### src/rtl/hazard_ctrl_pkg.sv
// hazard_ctrl_pkg: shared types and constants for the hazard/control-flow
// sequencer. Optional feature macro used by this block: FORWARD_EN.
package hazard_ctrl_pkg;

  localparam int REG_AW_DEF     = 6;
  localparam int PIPE_DEPTH_DEF = 3;
  localparam int CNT_W_DEF      = 16;
  // Scoreboard rd field is sized for the widest supported register address;
  // narrower REG_AW values are zero-extended into it.
  localparam int REG_AW_MAX     = 8;

  typedef enum logic {
    RUN    = 1'b0,
    JMWAIT = 1'b1
  } state_e;

  typedef struct packed {
    logic                  v;   // entry holds a real register writer
    logic [REG_AW_MAX-1:0] rd;  // destination register
    logic                  ld;  // writer is a load
  } sb_entry_t;

  // Control-flow redirect resolved in EX this cycle.
  function automatic logic calc_taken(
    input logic ex_valid,
    input logic ex_branch_z,
    input logic ex_branch_n,
    input logic ex_jump,
    input logic ex_jump_m,
    input logic ex_zero,
    input logic ex_neg
  );
    return ex_valid & ((ex_branch_z & ex_zero) | (ex_branch_n & ex_neg) |
                       ex_jump | ex_jump_m);
  endfunction

endpackage

### src/rtl/hazard_ctrl_if.sv
// hazard_ctrl_if: ID/EX observation inputs and pipeline control outputs of
// the hazard sequencer. master = pipeline side, slave = hazard_ctrl.
interface hazard_ctrl_if
  import hazard_ctrl_pkg::*;
#(
  parameter int REG_AW = REG_AW_DEF,
  parameter int CNT_W  = CNT_W_DEF
) ();

  // ID stage instruction
  logic              id_valid;
  logic [REG_AW-1:0] id_rs;
  logic [REG_AW-1:0] id_rt;
  logic              id_uses_rs;
  logic              id_uses_rt;
  logic [REG_AW-1:0] id_rd;
  logic              id_reg_write;
  logic              id_mem_read;
  // EX stage control-flow resolution
  logic              ex_valid;
  logic              ex_branch_z;
  logic              ex_branch_n;
  logic              ex_jump;
  logic              ex_jump_m;
  logic              ex_zero;
  logic              ex_neg;
  // pipeline control
  logic              pc_write;
  logic              ifid_write;
  logic              ifid_flush;
  logic              idex_bubble;
  logic [CNT_W-1:0]  stall_cnt;

  modport master (
    output id_valid, id_rs, id_rt, id_uses_rs, id_uses_rt, id_rd,
           id_reg_write, id_mem_read,
           ex_valid, ex_branch_z, ex_branch_n, ex_jump, ex_jump_m,
           ex_zero, ex_neg,
    input  pc_write, ifid_write, ifid_flush, idex_bubble, stall_cnt
  );

  modport slave (
    input  id_valid, id_rs, id_rt, id_uses_rs, id_uses_rt, id_rd,
           id_reg_write, id_mem_read,
           ex_valid, ex_branch_z, ex_branch_n, ex_jump, ex_jump_m,
           ex_zero, ex_neg,
    output pc_write, ifid_write, ifid_flush, idex_bubble, stall_cnt
  );

endinterface

### src/rtl/hazard_scoreboard.sv
// hazard_scoreboard: shift register of in-flight register writers
// (entry 0 = EX, then MEM, WB) and RAW hazard detection for the ID
// instruction. FORWARD_EN restricts the hazard to load-use on entry 0.
module hazard_scoreboard
  import hazard_ctrl_pkg::*;
#(
  parameter int REG_AW     = REG_AW_DEF,
  parameter int PIPE_DEPTH = PIPE_DEPTH_DEF
) (
  input  logic              clk,
  input  logic              rst,
  input  logic              issue,        // ID instruction moves into EX
  input  logic              id_valid,
  input  logic [REG_AW-1:0] id_rs,
  input  logic [REG_AW-1:0] id_rt,
  input  logic              id_uses_rs,
  input  logic              id_uses_rt,
  input  logic [REG_AW-1:0] id_rd,
  input  logic              id_reg_write,
  input  logic              id_mem_read,
  output logic              hazard
);

  if (REG_AW > REG_AW_MAX) begin : g_aw_chk
    $error("hazard_scoreboard: REG_AW exceeds REG_AW_MAX");
  end

  sb_entry_t [PIPE_DEPTH-1:0] sb;
  sb_entry_t                  sb_new;
  logic      [PIPE_DEPTH-1:0] match;
  logic      [REG_AW_MAX-1:0] rs_x, rt_x;

  assign rs_x = REG_AW_MAX'(id_rs);
  assign rt_x = REG_AW_MAX'(id_rt);

  // Entry produced by the ID instruction; a stalled, bubbled or flushed
  // slot enters EX as an empty entry.
  always_comb begin
    sb_new = '0;
    if (issue) begin
      sb_new.v  = id_valid & id_reg_write;
      sb_new.rd = REG_AW_MAX'(id_rd);
      sb_new.ld = id_mem_read;
    end
  end

  // Advance the writer pipeline every clock; the oldest entry drops off.
  always_ff @(posedge clk or posedge rst) begin
    if (rst) begin
      sb <= '0;
    end else begin
      sb[0] <= sb_new;
      for (int k = 1; k < PIPE_DEPTH; k++) sb[k] <= sb[k-1];
    end
  end

  for (genvar k = 0; k < PIPE_DEPTH; k++) begin : g_match
    assign match[k] = sb[k].v & ((id_uses_rs & (rs_x == sb[k].rd)) |
                                 (id_uses_rt & (rt_x == sb[k].rd)));
  end

`ifdef FORWARD_EN
  // Forwarding covers everything but a load whose data is not yet read.
  assign hazard = id_valid & match[0] & sb[0].ld;
`else
  // No forwarding: wait until the writer has retired from WB.
  assign hazard = id_valid & (|match);
`endif

endmodule

### src/rtl/hazard_ctrl.sv
// hazard_ctrl: pipeline hazard and control-flow sequencer beside ID.
// Drives PC enable, IF/ID write/flush, ID/EX bubble and a saturating
// stall counter. Optional macro: FORWARD_EN (load-use-only hazards).
module hazard_ctrl
  import hazard_ctrl_pkg::*;
#(
  parameter int REG_AW     = REG_AW_DEF,
  parameter int PIPE_DEPTH = PIPE_DEPTH_DEF,
  parameter int CNT_W      = CNT_W_DEF
) (
  input logic         clk,
  input logic         rst,
  hazard_ctrl_if.slave hif
);

  state_e           state_q, state_d;
  logic             hazard, taken, issue, stall;
  logic [CNT_W-1:0] cnt_q;

  assign taken = calc_taken(hif.ex_valid, hif.ex_branch_z, hif.ex_branch_n,
                            hif.ex_jump, hif.ex_jump_m, hif.ex_zero,
                            hif.ex_neg);

  hazard_scoreboard #(
    .REG_AW     (REG_AW),
    .PIPE_DEPTH (PIPE_DEPTH)
  ) u_sb (
    .clk          (clk),
    .rst          (rst),
    .issue        (issue),
    .id_valid     (hif.id_valid),
    .id_rs        (hif.id_rs),
    .id_rt        (hif.id_rt),
    .id_uses_rs   (hif.id_uses_rs),
    .id_uses_rt   (hif.id_uses_rt),
    .id_rd        (hif.id_rd),
    .id_reg_write (hif.id_reg_write),
    .id_mem_read  (hif.id_mem_read),
    .hazard       (hazard)
  );

  // State register.
  always_ff @(posedge clk or posedge rst) begin
    if (rst) state_q <= RUN;
    else     state_q <= state_d;
  end

  // Next state and control decode; redirect wins over a stall.
  always_comb begin
    state_d         = state_q;
    hif.pc_write    = 1'b1;
    hif.ifid_write  = 1'b1;
    hif.ifid_flush  = 1'b0;
    hif.idex_bubble = 1'b0;
    issue           = 1'b0;
    stall           = 1'b0;
    if (rst) begin
      hif.pc_write    = 1'b0;
      hif.ifid_write  = 1'b0;
      hif.ifid_flush  = 1'b1;
      hif.idex_bubble = 1'b1;
    end else begin
      case (state_q)
        RUN: begin
          if (taken) begin
            hif.ifid_flush  = 1'b1;
            hif.idex_bubble = 1'b1;
            // Memory-indirect target lands a cycle later: hold PC once.
            if (hif.ex_jump_m) begin
              hif.pc_write = 1'b0;
              state_d      = JMWAIT;
            end
          end else if (hazard) begin
            hif.pc_write    = 1'b0;
            hif.ifid_write  = 1'b0;
            hif.idex_bubble = 1'b1;
            stall           = 1'b1;
          end else begin
            issue = 1'b1;
          end
        end
        JMWAIT: begin
          hif.ifid_flush  = 1'b1;
          hif.idex_bubble = 1'b1;
          state_d         = RUN;
        end
        default: state_d = RUN;
      endcase
    end
  end

  // Saturating count of hazard-stall cycles.
  always_ff @(posedge clk or posedge rst) begin
    if (rst)                      cnt_q <= '0;
    else if (stall && cnt_q != '1) cnt_q <= cnt_q + 1'b1;
  end

  assign hif.stall_cnt = cnt_q;

endmodule

### src/flat_wrapper.sv
// flat-port wrapper written by rule: the top's interface ports become plain ports
module hazard_ctrl_flat import hazard_ctrl_pkg::*;
#(
  parameter int REG_AW     = REG_AW_DEF,
  parameter int PIPE_DEPTH = PIPE_DEPTH_DEF,
  parameter int CNT_W      = CNT_W_DEF
)
  (clk, rst, hif_id_valid, hif_id_rs, hif_id_rt, hif_id_uses_rs, hif_id_uses_rt, hif_id_rd, hif_id_reg_write, hif_id_mem_read, hif_ex_valid, hif_ex_branch_z, hif_ex_branch_n, hif_ex_jump, hif_ex_jump_m, hif_ex_zero, hif_ex_neg, hif_pc_write, hif_ifid_write, hif_ifid_flush, hif_idex_bubble, hif_stall_cnt);
  hazard_ctrl_if #(.REG_AW(REG_AW), .CNT_W(CNT_W)) hif_i ();
  input logic clk;
  input logic rst;
  input wire logic [$bits(hif_i.id_valid)-1:0] hif_id_valid;
  input wire logic [$bits(hif_i.id_rs)-1:0] hif_id_rs;
  input wire logic [$bits(hif_i.id_rt)-1:0] hif_id_rt;
  input wire logic [$bits(hif_i.id_uses_rs)-1:0] hif_id_uses_rs;
  input wire logic [$bits(hif_i.id_uses_rt)-1:0] hif_id_uses_rt;
  input wire logic [$bits(hif_i.id_rd)-1:0] hif_id_rd;
  input wire logic [$bits(hif_i.id_reg_write)-1:0] hif_id_reg_write;
  input wire logic [$bits(hif_i.id_mem_read)-1:0] hif_id_mem_read;
  input wire logic [$bits(hif_i.ex_valid)-1:0] hif_ex_valid;
  input wire logic [$bits(hif_i.ex_branch_z)-1:0] hif_ex_branch_z;
  input wire logic [$bits(hif_i.ex_branch_n)-1:0] hif_ex_branch_n;
  input wire logic [$bits(hif_i.ex_jump)-1:0] hif_ex_jump;
  input wire logic [$bits(hif_i.ex_jump_m)-1:0] hif_ex_jump_m;
  input wire logic [$bits(hif_i.ex_zero)-1:0] hif_ex_zero;
  input wire logic [$bits(hif_i.ex_neg)-1:0] hif_ex_neg;
  output wire logic [$bits(hif_i.pc_write)-1:0] hif_pc_write;
  output wire logic [$bits(hif_i.ifid_write)-1:0] hif_ifid_write;
  output wire logic [$bits(hif_i.ifid_flush)-1:0] hif_ifid_flush;
  output wire logic [$bits(hif_i.idex_bubble)-1:0] hif_idex_bubble;
  output wire logic [$bits(hif_i.stall_cnt)-1:0] hif_stall_cnt;
  assign hif_i.id_valid = hif_id_valid;
  assign hif_i.id_rs = hif_id_rs;
  assign hif_i.id_rt = hif_id_rt;
  assign hif_i.id_uses_rs = hif_id_uses_rs;
  assign hif_i.id_uses_rt = hif_id_uses_rt;
  assign hif_i.id_rd = hif_id_rd;
  assign hif_i.id_reg_write = hif_id_reg_write;
  assign hif_i.id_mem_read = hif_id_mem_read;
  assign hif_i.ex_valid = hif_ex_valid;
  assign hif_i.ex_branch_z = hif_ex_branch_z;
  assign hif_i.ex_branch_n = hif_ex_branch_n;
  assign hif_i.ex_jump = hif_ex_jump;
  assign hif_i.ex_jump_m = hif_ex_jump_m;
  assign hif_i.ex_zero = hif_ex_zero;
  assign hif_i.ex_neg = hif_ex_neg;
  assign hif_pc_write = hif_i.pc_write;
  assign hif_ifid_write = hif_i.ifid_write;
  assign hif_ifid_flush = hif_i.ifid_flush;
  assign hif_idex_bubble = hif_i.idex_bubble;
  assign hif_stall_cnt = hif_i.stall_cnt;
  hazard_ctrl #(.REG_AW(REG_AW), .PIPE_DEPTH(PIPE_DEPTH), .CNT_W(CNT_W)) u_core (.clk(clk), .rst(rst), .hif(hif_i));
endmodule
### config.mk
export PLATFORM = sky130hd
export DESIGN_NAME = hazard_ctrl_flat
export DESIGN_NICKNAME = d
export VERILOG_FILES = /design/src/rtl/hazard_ctrl_pkg.sv /design/src/rtl/hazard_ctrl_if.sv /design/src/rtl/hazard_scoreboard.sv /design/src/rtl/hazard_ctrl.sv /design/src/flat_wrapper.sv
export SDC_FILE = /design/constraint.sdc
export NUM_CORES = 1
export LEC_CHECK = 0
export BUFFER_PORTS_ARGS = -buffer_cell sky130_fd_sc_hd__buf_2
export CAP_MARGIN = 20
export CORE_UTILIZATION = 51
export DETAILED_ROUTE_END_ITERATION = 10
export PLACE_DENSITY = 0.78
export SYNTH_ARGS = -nofsm -noshare
export SYNTH_HDL_FRONTEND = slang
export SYNTH_SLANG_ARGS = --single-unit
### constraint.sdc
create_clock -name clk -period 2.8 [get_ports clk]
set_clock_uncertainty 0.15 [all_clocks]
set_input_delay 0.28 -clock clk [delete_from_list [all_inputs] [get_ports clk]]
set_output_delay 0.28 -clock clk [all_outputs]
set_load 0.03 [all_outputs]
==> Word level (Yosys, flattened, before mapping) <==
Index checks and enable logic that the tools add are counted.
{ "totals": {"ff_bits": 44, "output_inout_bits": 20} }
{ "classes": {"addsub": 1, "eq_ne": 7, "n_mux": 25, "n_bitwise": 21, "n_reduce_logical": 2} }
{ "op_table": {"columns": ["operator", "count"], "rows": [
  ["6-bit by 8-bit equality test with 1-bit output", 6],
  ["1-bit 2-to-1 mux", 21],
  ["16-bit by 1-bit adder with 16-bit output, second input constant", 1],
  ["16-bit inequality test, second input constant", 1],
  ["1-bit AND", 14],
  ["10-bit 2-to-1 mux", 1],
  ["1-bit bitwise OR", 6],
  ["1-bit one-hot mux with 2 select lines", 3],
  ["3-bit OR reduction", 1],
  ["1-bit logical AND", 1],
  ["1-bit NOT", 1]
]} }

==> Longest topological paths before layout <==
Gate-level depths: netlist of run 1.
{ "logic_depth": {"word_depth": 11, "ltp_mapped": 8} }

==> Modules after synthesis <==
From an unflattened synthesis of run 1, not the netlist that was laid out.
{ "unflattened": {"cells_unflattened": 164, "hier_area_um2": 1861.8} }
{ "by_module_without_submodules": {"columns": ["mod", "instances", "cells_per_inst", "area_per_inst_um2", "seq_area_each_um2"], "rows": [
  ["hazard_scoreboard", 1, 81, 991.0, 525.5],
  ["hazard_ctrl", 1, 83, 870.8, 425.4]
]} }

==> Worst setup path before layout of run 1 <==
No wires, ideal clock.
{ "synth_path": {"kind": "register to register", "startpoint": "register u_core.cnt_q[6], in the netlist u_core.hif.stall_cnt[6]", "endpoint": "register u_core.cnt_q[1], in the netlist u_core.hif.stall_cnt[1]", "arrival_ps": 1922, "t_required_ps": 2525, "path_slack_ps": 603, "path_stages_with_launch": 8, "period_less_slack_ps": 2197, "cell_sequence": "dfrtp_1 > nand4_1 > nor2_1 > nand3_1 > nor3_1 > a211o_1 > buf_6 > mux2_2"} }
{ "synth_via": {"elab_chain_len": 2} }
{ "synth_lines": {"columns": ["item", "line", "text"], "rows": [
  ["start, declared", "hazard_ctrl.sv:18", "logic [CNT_W-1:0] cnt_q;"],
  ["start signal, assigned", "hazard_ctrl.sv:95", "else if (stall && cnt_q != '1) cnt_q <= cnt_q + 1'b1;"],
  ["16-bit inequality test", "hazard_ctrl.sv:95", null],
  ["1-bit logical AND", "hazard_ctrl.sv:95", null]
]} }
No other way between the ends.
A chain may end at the register's enable or synchronous reset.

==> Worst setup path after layout of run 1 <==
{ "layout_path": {"startpoint": "register u_core.u_sb.sb[14] (netlist bit)", "endpoint": "output port hif_idex_bubble"} }
{ "layout_via": {"elab_chain_len": 10, "elab_cells_between_ends": 12} }
{ "layout_lines": {"columns": ["item", "line", "text"], "rows": [
  ["start, declared", "hazard_scoreboard.sv:28", "sb_entry_t [PIPE_DEPTH-1:0] sb;"],
  ["6-bit by 8-bit equality test with 1-bit output, on equally long branches", "hazard_scoreboard.sv:58, hazard_scoreboard.sv:59", null],
  ["1-bit AND, on equally long branches", "hazard_scoreboard.sv:58, hazard_scoreboard.sv:59", null],
  ["1-bit bitwise OR (*)", "hazard_scoreboard.sv:58", "assign match[k] = sb[k].v & ((id_uses_rs & (rs_x == sb[k].rd)) |"],
  ["1-bit AND (*)", "hazard_scoreboard.sv:58", null],
  ["3-bit OR reduction (*)", "hazard_scoreboard.sv:67", "assign hazard = id_valid & (|match);"],
  ["1-bit AND (*)", "hazard_scoreboard.sv:67", null],
  ["1-bit 2-to-1 mux (*)", "hazard_ctrl.sv:73", "end else if (hazard) begin"],
  ["1-bit 2-to-1 mux (*)", "hazard_ctrl.sv:65", "if (taken) begin"],
  ["1-bit one-hot mux with 2 select lines (*)", "hazard_ctrl.sv:63", "case (state_q)"],
  ["1-bit 2-to-1 mux (*)", "hazard_ctrl.sv:57", "if (rst) begin"],
  ["end, declared", "flat_wrapper.sv:30", "output wire logic [$bits(hif_i.idex_bubble)-1:0] hif_idex_bubble;"]
]} }
Every way passes the cells marked *; elsewhere a longest branch is shown, timed or not.

==> qor.yml, run 1 <==
run_status:
  status: "finished clean"
worst_hold_path:
  min_to: "u_core.u_sb.sb[6]$_DFF_PP0_"
  hold_depth: 2
  hp-start: "hif_id_rd[5]"
  worstHoldPathType: "in -> reg"
cts:
  clock-sinks: 38
  clk_latency_ns: 0.33
  holdBufCountCts: 6
  cts_resized: 0
  root_buffer: "clkbuf_4"
  htree_levels: 2
  cts_setup_buffers: 0
  clk_pin_slew_ns: 0.10
  max-clock-path-buffers: 2
  cts_made_buffers: 5
  cts_tree: "done"
sta:
  hold_violations: 0
  fin_crit_sh_pct: 89.7
  fmax_mhz: 398
  final.setup.tns_ns: 0
  final.min_clock_period_ns: 2.51
  drv_slew: 0
  fin_hold_ws_ns: 0.0136
  final-setup-viol-count: 0
  tightest_slew_ns: 0.531
  rsz0062_at_grt: "no"
  slew_headroom_pct: 64.6
routing:
  drt-total-wl_um: 3460
  viasPerCell: 4.89
  num_vias: 1345
  wl_per_cell_um: 12.6
  drt_iter0_drc: 47
  remaining_drc_errors: 0
  firstDrtPassIters: 4
  postRouteAntennaNets: 0
pwr:
  switching_share_pct: 25.2
  peakVddDrop_uv: 285
  p_sw_uw: 244
  p_seq_share_pct: 60.0
  comb_power_share_pct: 13.7
  intPower_uw: 724
  finalPower_uw: 967
  p_leak_nw: 1.11
  p_per_area_mw_per_mm2: 428
  clockPowerShare_pct: 26.3
setup_path:
  r2r_start: "u_core.u_sb.sb[21]$_DFF_PP0_"
  ff2ff_setup_slack_ns: 0.42
  required_ns: 2.37
  endpoint_kind: "primary output"
  path_max_fanout: 8
  crit_type: "reg -> out"
  regToRegEndpoint: "u_core.hif.stall_cnt[15]$_DFFE_PP0P_"
  path_cells: "xnor2_1 > nand3_1 > o22ai_1 > a32oi_1 > nand2_1 > nor2_1 > inv_1 > buf_2"
  start_kind: "register"
  arrival_ns: 2.08
  crit_path_top_delay_cell: "dfrtp_1"
  crit_path_max_incr_delay_ns: 0.43
  startpoint: "u_core.u_sb.sb[14]$_DFF_PP0_"
  reg2regPathDepth: 7
yosys:
  synth_top_area_share_pct: 51.7
  yosys_register_bits: 38
  syn_inst: 165
  synthArstFlopShare_pct: 100
  syn_nets: 198
  synth_edf_count: 0
  synthesis.area_sq_mm: 0.00184
  yosys-top-cells-area: "dfrtp_1 (52%), xnor2_1 (16%), xor2_1 (8.1%)"
  synth-seq-area-share_pct: 51.7
  ys_types: 27
  yosysMostFrequentCell: "dfrtp_1"
  yosysWarnings: 0
  avgSynthCellArea_sq_um: 11.1
  ys_top_cells_by_count: "dfrtp_1 (38), xnor2_1 (34), xor2_1 (17), nand2_1 (13), nand3_1 (10)"
  ys.flop_type: "dfrtp_1"
  synth_top_area_cell: "dfrtp_1"
final_layout:
  drive_above_1_share_pct: 27.1
  nNetsFinal: 262
  fin_area_sq_mm: 0.00226
  antenna_cells: 0
  layout.cells.non_filler: 275
  syn2layout_area_growth_pct: 22.9
global_routing:
  antenna_found_initial: 0
  grt_max_degree: 21
  grt_pass1_vias: 1261
  grt_pass1_wl_um: 5460
  overflow: 0
  grt_usage_pct: 20.2
floorplanning:
  ios: 52
  die_h_um: 62.0
  die_x_um: 62.0
  row_count: 21
  start_util_pct: 54.2
  core_area_sq_mm: 0.00339
  die_area_sq_mm: 0.00385
placement:
  dp_hpwl_um: 2660
  routabilityCongestion: 0.789
  dp.cells: 262
  io_buffers: 50
  placed_cell_area_sq_mm: 0.00215
job:
  cap_violations: 0
## cells in the final DEF, fill, tap and decap left out, types with 2 or more instances in the layout
cell type,count
nand4_1,8
nor3_2,2
and2_1,7
xor2_1,17
buf_4,2
o22ai_1,2
dfrtp_1,38
and3_1,2
nor3_1,5
xnor2_1,34
nor4_1,4
nor2_1,6
dlygate4sd3_1,6
clkbuf_4,5
nand2_1,13
buf_2,50
inv_1,4
nand3_1,10
## registers in the layout (all words and copies together) (netlist names)
signal	count
u_core.u_sb.sb	21
u_core.state_q	1
u_core.hif.stall_cnt	16
## worst max-delay path: cells and delay by family (launching register included)
kind	cells	cell delay, ns
simple gates	3	0.57
compound gates	2	0.33
buf+inv	2	0.27
flops	1	0.43
xor+xnor	1	0.15
## through the flow
stage | setup WS [ns] | utilization [%]
CTS | 0.257 | 66.6
global placement | 0.418 | 63.4
global route | 0.0311 | 66.6
detailed placement | 0.360 | 63.4
finish | 0.289 | 66.6
floorplan | 0.603 | -
## routing by layer
layer / global-route usage [%] / wire length (um) / vias to the layer above
li1: - / - / 691
met1: 26.9 / 1660 / 609
met2: 32.5 / 1580 / 43
met3: 4.97 / 204 / 2
met4: 6.67 / 21 / 0
met5: 0 / 0 / -
## cell type report
cell class | count | area, sq um
repair buffers | 58 | 325
inverters | 4 | 15.0
flip-flops and latches | 38 | 951
clock inverters | 1 | 7.51
well taps | 46 | 57.6
clock buffers | 6 | 41.3
multi-input cells | 122 | 861
fillers | 259 | 1130
## worst max path at each step
stage	endpoint	cells past startpoint
floorplan	u_core.hif.stall_cnt[1]$_DFFE_PP0P_	7
global placement	u_core.hif.stall_cnt[11]$_DFFE_PP0P_	8
detailed placement	u_core.hif.stall_cnt[15]$_DFFE_PP0P_	8
CTS	hif_idex_bubble	8
global route	hif_idex_bubble	8
finish	hif_idex_bubble	8
## power by group through the flow
stage / logic [mW] / clock network, mW / registers, mW
after floorplan: 0.0768 / 0 / 0.588
after global placement: 0.126 / 0 / 0.590
after detailed placement: 0.126 / 0 / 0.591
after CTS: 0.134 / 0.267 / 0.581
after global routing: 0.148 / 0.291 / 0.583
final: 0.132 / 0.255 / 0.580
## cell families (layout without fill, tap and decap cells)
kind of cell               count (synthesis)  count (layout)  synth area share [%]
AOI/OAI and AO/OA                          9               9                  3.61
xor gates and xnor gates                  51              51                  24.3
adders and majority gates                  1               1                 0.681
buffers and inverters                      5              69                  1.43
DFF                                       38              38                  51.7
muxes                                      1               1                 0.613
and+or+nand+nor                           60              60                  17.6
(Power assumes the default switching activity.)
==> run 2: changes to the inputs <==
--- a/config.mk
+++ b/config.mk
@@ -10,6 +10,7 @@
 export CORE_UTILIZATION = 51
 export DETAILED_ROUTE_END_ITERATION = 10
 export PLACE_DENSITY = 0.78
+export RECOVER_POWER = 25
 export SYNTH_ARGS = -nofsm -noshare
 export SYNTH_HDL_FRONTEND = slang
 export SYNTH_SLANG_ARGS = --single-unit
==> run 2 against run 1 <==
  * Total power shrank 0.11%
  * Setup slack better by 0.0019 ns
  * Sequential cell count stayed put
  * Register-to-register slack barely moved
  * Clock power is essentially flat
  * Global-route usage did not move
  * Utilization decreased by 0.15 points
  * Routed wire length about the same
  * Sequential power hardly changed
  * Final cell count did not move
  * Count of clock-buffer cells in the layout unchanged
  * First-iteration DRC count grew 19%
  * Critical endpoint unchanged
  * Highest routed layer unchanged
==> qor.yml, run 2 (synthesis results as in run 1) <==
run_status:
  status: "finished clean"
global_routing:
  met1_usage_pct: 26.9
  antenna_found_initial: 0
  grt_pass1_wl_um: 5460
  met3_usage_pct: 4.97
  grt_usage_pct: 20.2
  use_met2_pct: 32.5
  grt_pass1_vias: 1261
  grt_busiest_layer: "met2"
  grt_max_degree: 21
  overflow: 0
setup_path:
  reg2regPathDepth: 7
  required_ns: 2.37
  ff2ff_setup_slack_ns: 0.42
  start_kind: "register"
  arrival_ns: 2.08
  endpoint_kind: "primary output"
  regToRegEndpoint: "u_core.hif.stall_cnt[15]$_DFFE_PP0P_"
  path_max_fanout: 8
  crit_type: "reg -> out"
  r2r_start: "u_core.u_sb.sb[21]$_DFF_PP0_"
floorplanning:
  row_count: 21
  start_util_pct: 54.2
  die_x_um: 62.0
  ios: 52
  die_area_sq_mm: 0.00385
  core_area_sq_mm: 0.00339
  die_h_um: 62.0
pwr:
  peakVddDrop_uv: 285
  p_per_area_mw_per_mm2: 429
  switching_share_pct: 25.2
  p_leak_nw: 1.10
  p_sw_uw: 244
  p_seq_share_pct: 60.1
  clockPowerShare_pct: 26.3
  comb_power_share_pct: 13.6
  intPower_uw: 723
cts:
  cts_tree: "done"
  root_buffer: "clkbuf_4"
  cts_setup_buffers: 0
  max-clock-path-buffers: 2
  holdBufCountCts: 6
  cts_resized: 0
  clock-sinks: 38
  htree_levels: 2
  clk_latency_ns: 0.32
  cts_made_buffers: 5
  clk_pin_slew_ns: 0.10
placement:
  dp.cells: 262
  io_buffers: 50
  placed_cell_area_sq_mm: 0.00215
  dp_hpwl_um: 2660
  routabilityCongestion: 0.789
sta:
  final-setup-viol-count: 0
  fin_hold_ws_ns: 0.0139
  rsz0062_at_grt: "no"
  hold_violations: 0
  fmax_mhz: 398
  slew_headroom_pct: 31.8
  tightest_slew_ns: 1.02
  final.setup.tns_ns: 0
  fin_crit_sh_pct: 89.6
  drv_slew: 0
  final.min_clock_period_ns: 2.51
routing:
  num_vias: 1346
  firstDrtPassIters: 4
  drt-total-wl_um: 3460
  drt_iter0_drc: 56
  remaining_drc_errors: 0
  postRouteAntennaNets: 0
  viasPerCell: 4.89
  wl_per_cell_um: 12.6
final_layout:
  final_common_cell: "buf_2"
  antenna_cells: 0
  nNetsFinal: 262
  fin_area_sq_mm: 0.00225
  largest_reg_flops: 21
  layout.cells.non_filler: 275
  syn2layout_area_growth_pct: 22.6
  top_register: "u_core.u_sb.sb"
  final_cell_mix: "buf_2 (49), dfrtp_1 (38), xnor2_1 (34)"
  utilization_pct: 66.5
  drive_above_1_share_pct: 26.2
worst_hold_path:
  min_to: "u_core.u_sb.sb[6]$_DFF_PP0_"
  worstHoldPathType: "in -> reg"
  hold_depth: 2
  hp-start: "hif_id_rd[5]"
job:
  cap_violations: 0
-- run 2: cell types whose count changed in the layout (fill, tap and decap cells not counted), sizes merged --
cell / delta
buf: -2
clkbuf: +2
-- run 2: power by group through the flow --
stage / logic [mW] / clock network [mW] / registers, mW
floorplan: 0.0768 / 0 / 0.588
global placement: 0.126 / 0 / 0.590
detailed placement: 0.126 / 0 / 0.591
CTS: 0.134 / 0.267 / 0.581
global route: 0.147 / 0.291 / 0.583
finish: 0.131 / 0.255 / 0.580
-- run 2: layer usage --
metal	wire length, um	up-vias
met5	0	-
met4	21	0
met3	199	2
met2	1580	43
met1	1660	611
li1	-	690
-- run 2: how the worst max path moves through the flow --
stage                                                    from                                   end  slack (ns)  cells past startpoint
after floorplan           u_core.hif.stall_cnt[6]$_DFFE_PP0P_   u_core.hif.stall_cnt[1]$_DFFE_PP0P_        0.60                      7
after global placement                           hif_id_rt[0]  u_core.hif.stall_cnt[11]$_DFFE_PP0P_        0.42                      8
after detailed placement                         hif_id_rt[0]  u_core.hif.stall_cnt[15]$_DFFE_PP0P_        0.36                      8
after CTS                        u_core.u_sb.sb[14]$_DFF_PP0_                       hif_idex_bubble        0.26                      8
after global routing             u_core.u_sb.sb[13]$_DFF_PP0_                       hif_idex_bubble        0.03                      8
final                            u_core.u_sb.sb[14]$_DFF_PP0_                       hif_idex_bubble        0.29                      8
-- run 2: cell type report --
| cell class | instances | area [sq um] |
|---|---|---|
| fill | 259 | 1140 |
| sequential | 38 | 951 |
| multi-input combinational | 122 | 861 |
| timing repair buffer | 58 | 320 |
| tap | 46 | 57.6 |
| clock buffer | 6 | 41.3 |
| inverter | 4 | 15.0 |
| clock inverter | 1 | 7.51 |
-- run 2: worst max-delay path: stages (launching register included) --
cell     delay (ns)
dfrtp_1        0.43
xnor2_1        0.14
nand4_1        0.10
o22ai_1        0.08
a32oi_1        0.24
nand2_1        0.10
nor2_1         0.39
inv_1          0.08
buf_2          0.19
-- run 2: through the flow --
stage,worst slack (ns),power [mW]
after CTS,0.257,0.981
after global placement,0.418,0.716
final,0.291,0.966
after floorplan,0.603,0.665
after global routing,0.0311,1.02
after detailed placement,0.360,0.718
==> run 3: changes to the inputs <==
==> constraint.sdc (replaced) <==
create_clock -name clk -period 2.8 [get_ports clk]
set_clock_uncertainty 0.15 [all_clocks]
set_input_delay 0.28 -clock clk [delete_from_list [all_inputs] [get_ports clk]]
set_output_delay 0.28 -clock clk [all_outputs]
set_load 0.1 [all_outputs]
==> run 3 against run 2 <==
  * Final cell count rose by 0.36%
  * Fmax decreased by 2.7%
  * Global-route usage rose by 1.3 points
  * Critical endpoint is now hif_ifid_write
  * Largest power group unchanged
  * Routed wire length rose by 4.1%
  * Cell area up 2.5%
  * Sequential cell count is the same
==> qor.yml, run 3 (synthesis results as in run 1) <==
run_status:
  status: "finished clean"
floorplanning:
  core_area_sq_mm: 0.00339
  die_h_um: 62.0
  ios: 52
  die_area_sq_mm: 0.00385
  row_count: 21
  start_util_pct: 54.2
  die_x_um: 62.0
sta:
  final-setup-viol-count: 0
  slew_headroom_pct: 64.3
  setup_ws_ns: 0.221
  drv_slew: 0
  hold_violations: 0
  fin_crit_sh_pct: 92.1
  tightest_slew_ns: 0.535
  final.min_clock_period_ns: 2.58
  fmax_mhz: 388
  rsz0062_at_grt: "no"
  final.setup.tns_ns: 0
cts:
  cts_made_buffers: 5
  max-clock-path-buffers: 2
  clk_latency_ns: 0.34
  cts_setup_buffers: 0
  clock-sinks: 38
  cts_tree: "done"
  clk_pin_slew_ns: 0.12
  htree_levels: 2
  root_buffer: "clkbuf_4"
setup_path:
  start_kind: "register"
  path_max_fanout: 2
  crit_type: "reg -> out"
  arrival_ns: 2.15
  required_ns: 2.37
  endpoint_kind: "primary output"
routing:
  drt_iter0_drc: 36
  drt-total-wl_um: 3600
  top_layer_used: "met4"
  firstDrtPassIters: 4
  wl_met2_um: 1690
  viasPerCell: 5.08
  wl_met1_um: 1700
  met3_length_um: 173
  wl_per_cell_um: 13.0
  postRouteAntennaNets: 0
  num_vias: 1403
  remaining_drc_errors: 0
final_layout:
  layout.cells.non_filler: 276
  final_common_cell: "buf_2"
  top_register: "u_core.u_sb.sb"
  syn2layout_area_growth_pct: 25.7
  seq_area_sq_um: 951
  multi_input_area_sq_um: 863
  nNetsFinal: 262
  utilization_pct: 68.1
  drive_above_1_share_pct: 27.0
  antenna_cells: 0
  final_cell_mix: "buf_2 (47), dfrtp_1 (38), xnor2_1 (34)"
  nFillCells: 271
  largest_reg_flops: 21
pwr:
  p_leak_nw: 1.12
  peakVddDrop_uv: 539
  p_per_area_mw_per_mm2: 482
global_routing:
  grt_pass1_wl_um: 5790
  antenna_found_initial: 0
  grt_usage_pct: 21.5
  grt_pass1_vias: 1316
  overflow: 0
  grt_max_degree: 40
placement:
  place_worst_setup_slack_ns: 0.332
  dp.cells: 261
  io_buffers: 50
  routabilityCongestion: 0.792
  dp_hpwl_um: 2710
worst_hold_path:
  worstHoldPathType: "in -> reg"
job:
  cap_violations: 0
==> run 3: changes by cell type in the layout (fill, tap and decap cells not counted), sizes merged <==
cell         previous run  this run
dlygate4sd3             6         7
bufinv                  0         1
buf                    50        49
==> run 3: metal layers <==
metal,up-vias,global-route usage (%)
met1,671,27.3
met2,37,35.9
met5,-,0
met3,5,5.80
li1,690,-
met4,0,6.98
==> run 3: final cells by class <==
| cell class | instances | area share (%) |
|---|---|---|
| Clock buffer | 6 | 1.79 |
| Clock inverter | 2 | 1.63 |
| Inverter | 4 | 0.650 |
| Multi-Input combinational cell | 122 | 37.4 |
| Sequential cell | 38 | 41.2 |
| Tap cell | 46 | 2.49 |
| Timing Repair Buffer | 58 | 14.9 |
==> run 3: what timing repair did <==
action,4_1_cts,5_1_grt
resized for setup,0,2
hold endpoints to repair,43,1
setup endpoints to repair,0,1
hold buffers,6,1
==> run 3: worst paths after layout <==
| kind | start | to | slack (ns) | cells after the start |
|---|---|---|---|---|
| worst max-delay path | u_core.u_sb.sb[21]$_DFF_PP0_ | hif_ifid_write | 0.22 | 8 |
| worst min-delay path | hif_id_reg_write | u_core.u_sb.sb[9]$_DFF_PP0_ | 0.04 | 2 |
| worst max register to register | u_core.u_sb.sb[21]$_DFF_PP0_ | u_core.hif.stall_cnt[5]$_DFFE_PP0P_ | 0.38 | 7 |
| worst min register to register | u_core.u_sb.sb[9]$_DFF_PP0_ | u_core.u_sb.sb[19]$_DFF_PP0_ | 0.24 | 0 |
| max in group asynchronous | rst | u_core.u_sb.sb[12]$_DFF_PP0_ | 1.66 | 4 |
| min in group asynchronous | rst | u_core.u_sb.sb[29]$_DFF_PP0_ | 0.50 | 4 |
==> run 3: worst max-delay path: stages (launching register included) <==
cell and delay [ns]:
dfrtp_1 0.41, xnor2_1 0.19, nand4_1 0.11, nor4_1 0.28, o211ai_1 0.16, nand2_1 0.12, nand2_1 0.08, o21a_1 0.17
buf_2 0.29
==> run 3: power breakdown <==
| group | switching (mW) | internal [mW] |
|---|---|---|
| logic | 0.0940 | 0.0704 |
| registers | 0.0166 | 0.564 |
| clock network | 0.179 | 0.188 |
==> run 3: metrics by stage <==
stage / hold WS, ns / total power, mW / instance area (sq um)
after floorplan: 0.196 / 0.691 / 1840
after global placement: 0.198 / 0.746 / 2160
after detailed placement: 0.218 / 0.749 / 2160
after CTS: 0.00506 / 1.13 / 2300
after global routing: 0.0290 / 1.17 / 2310
final: 0.0422 / 1.11 / 2310
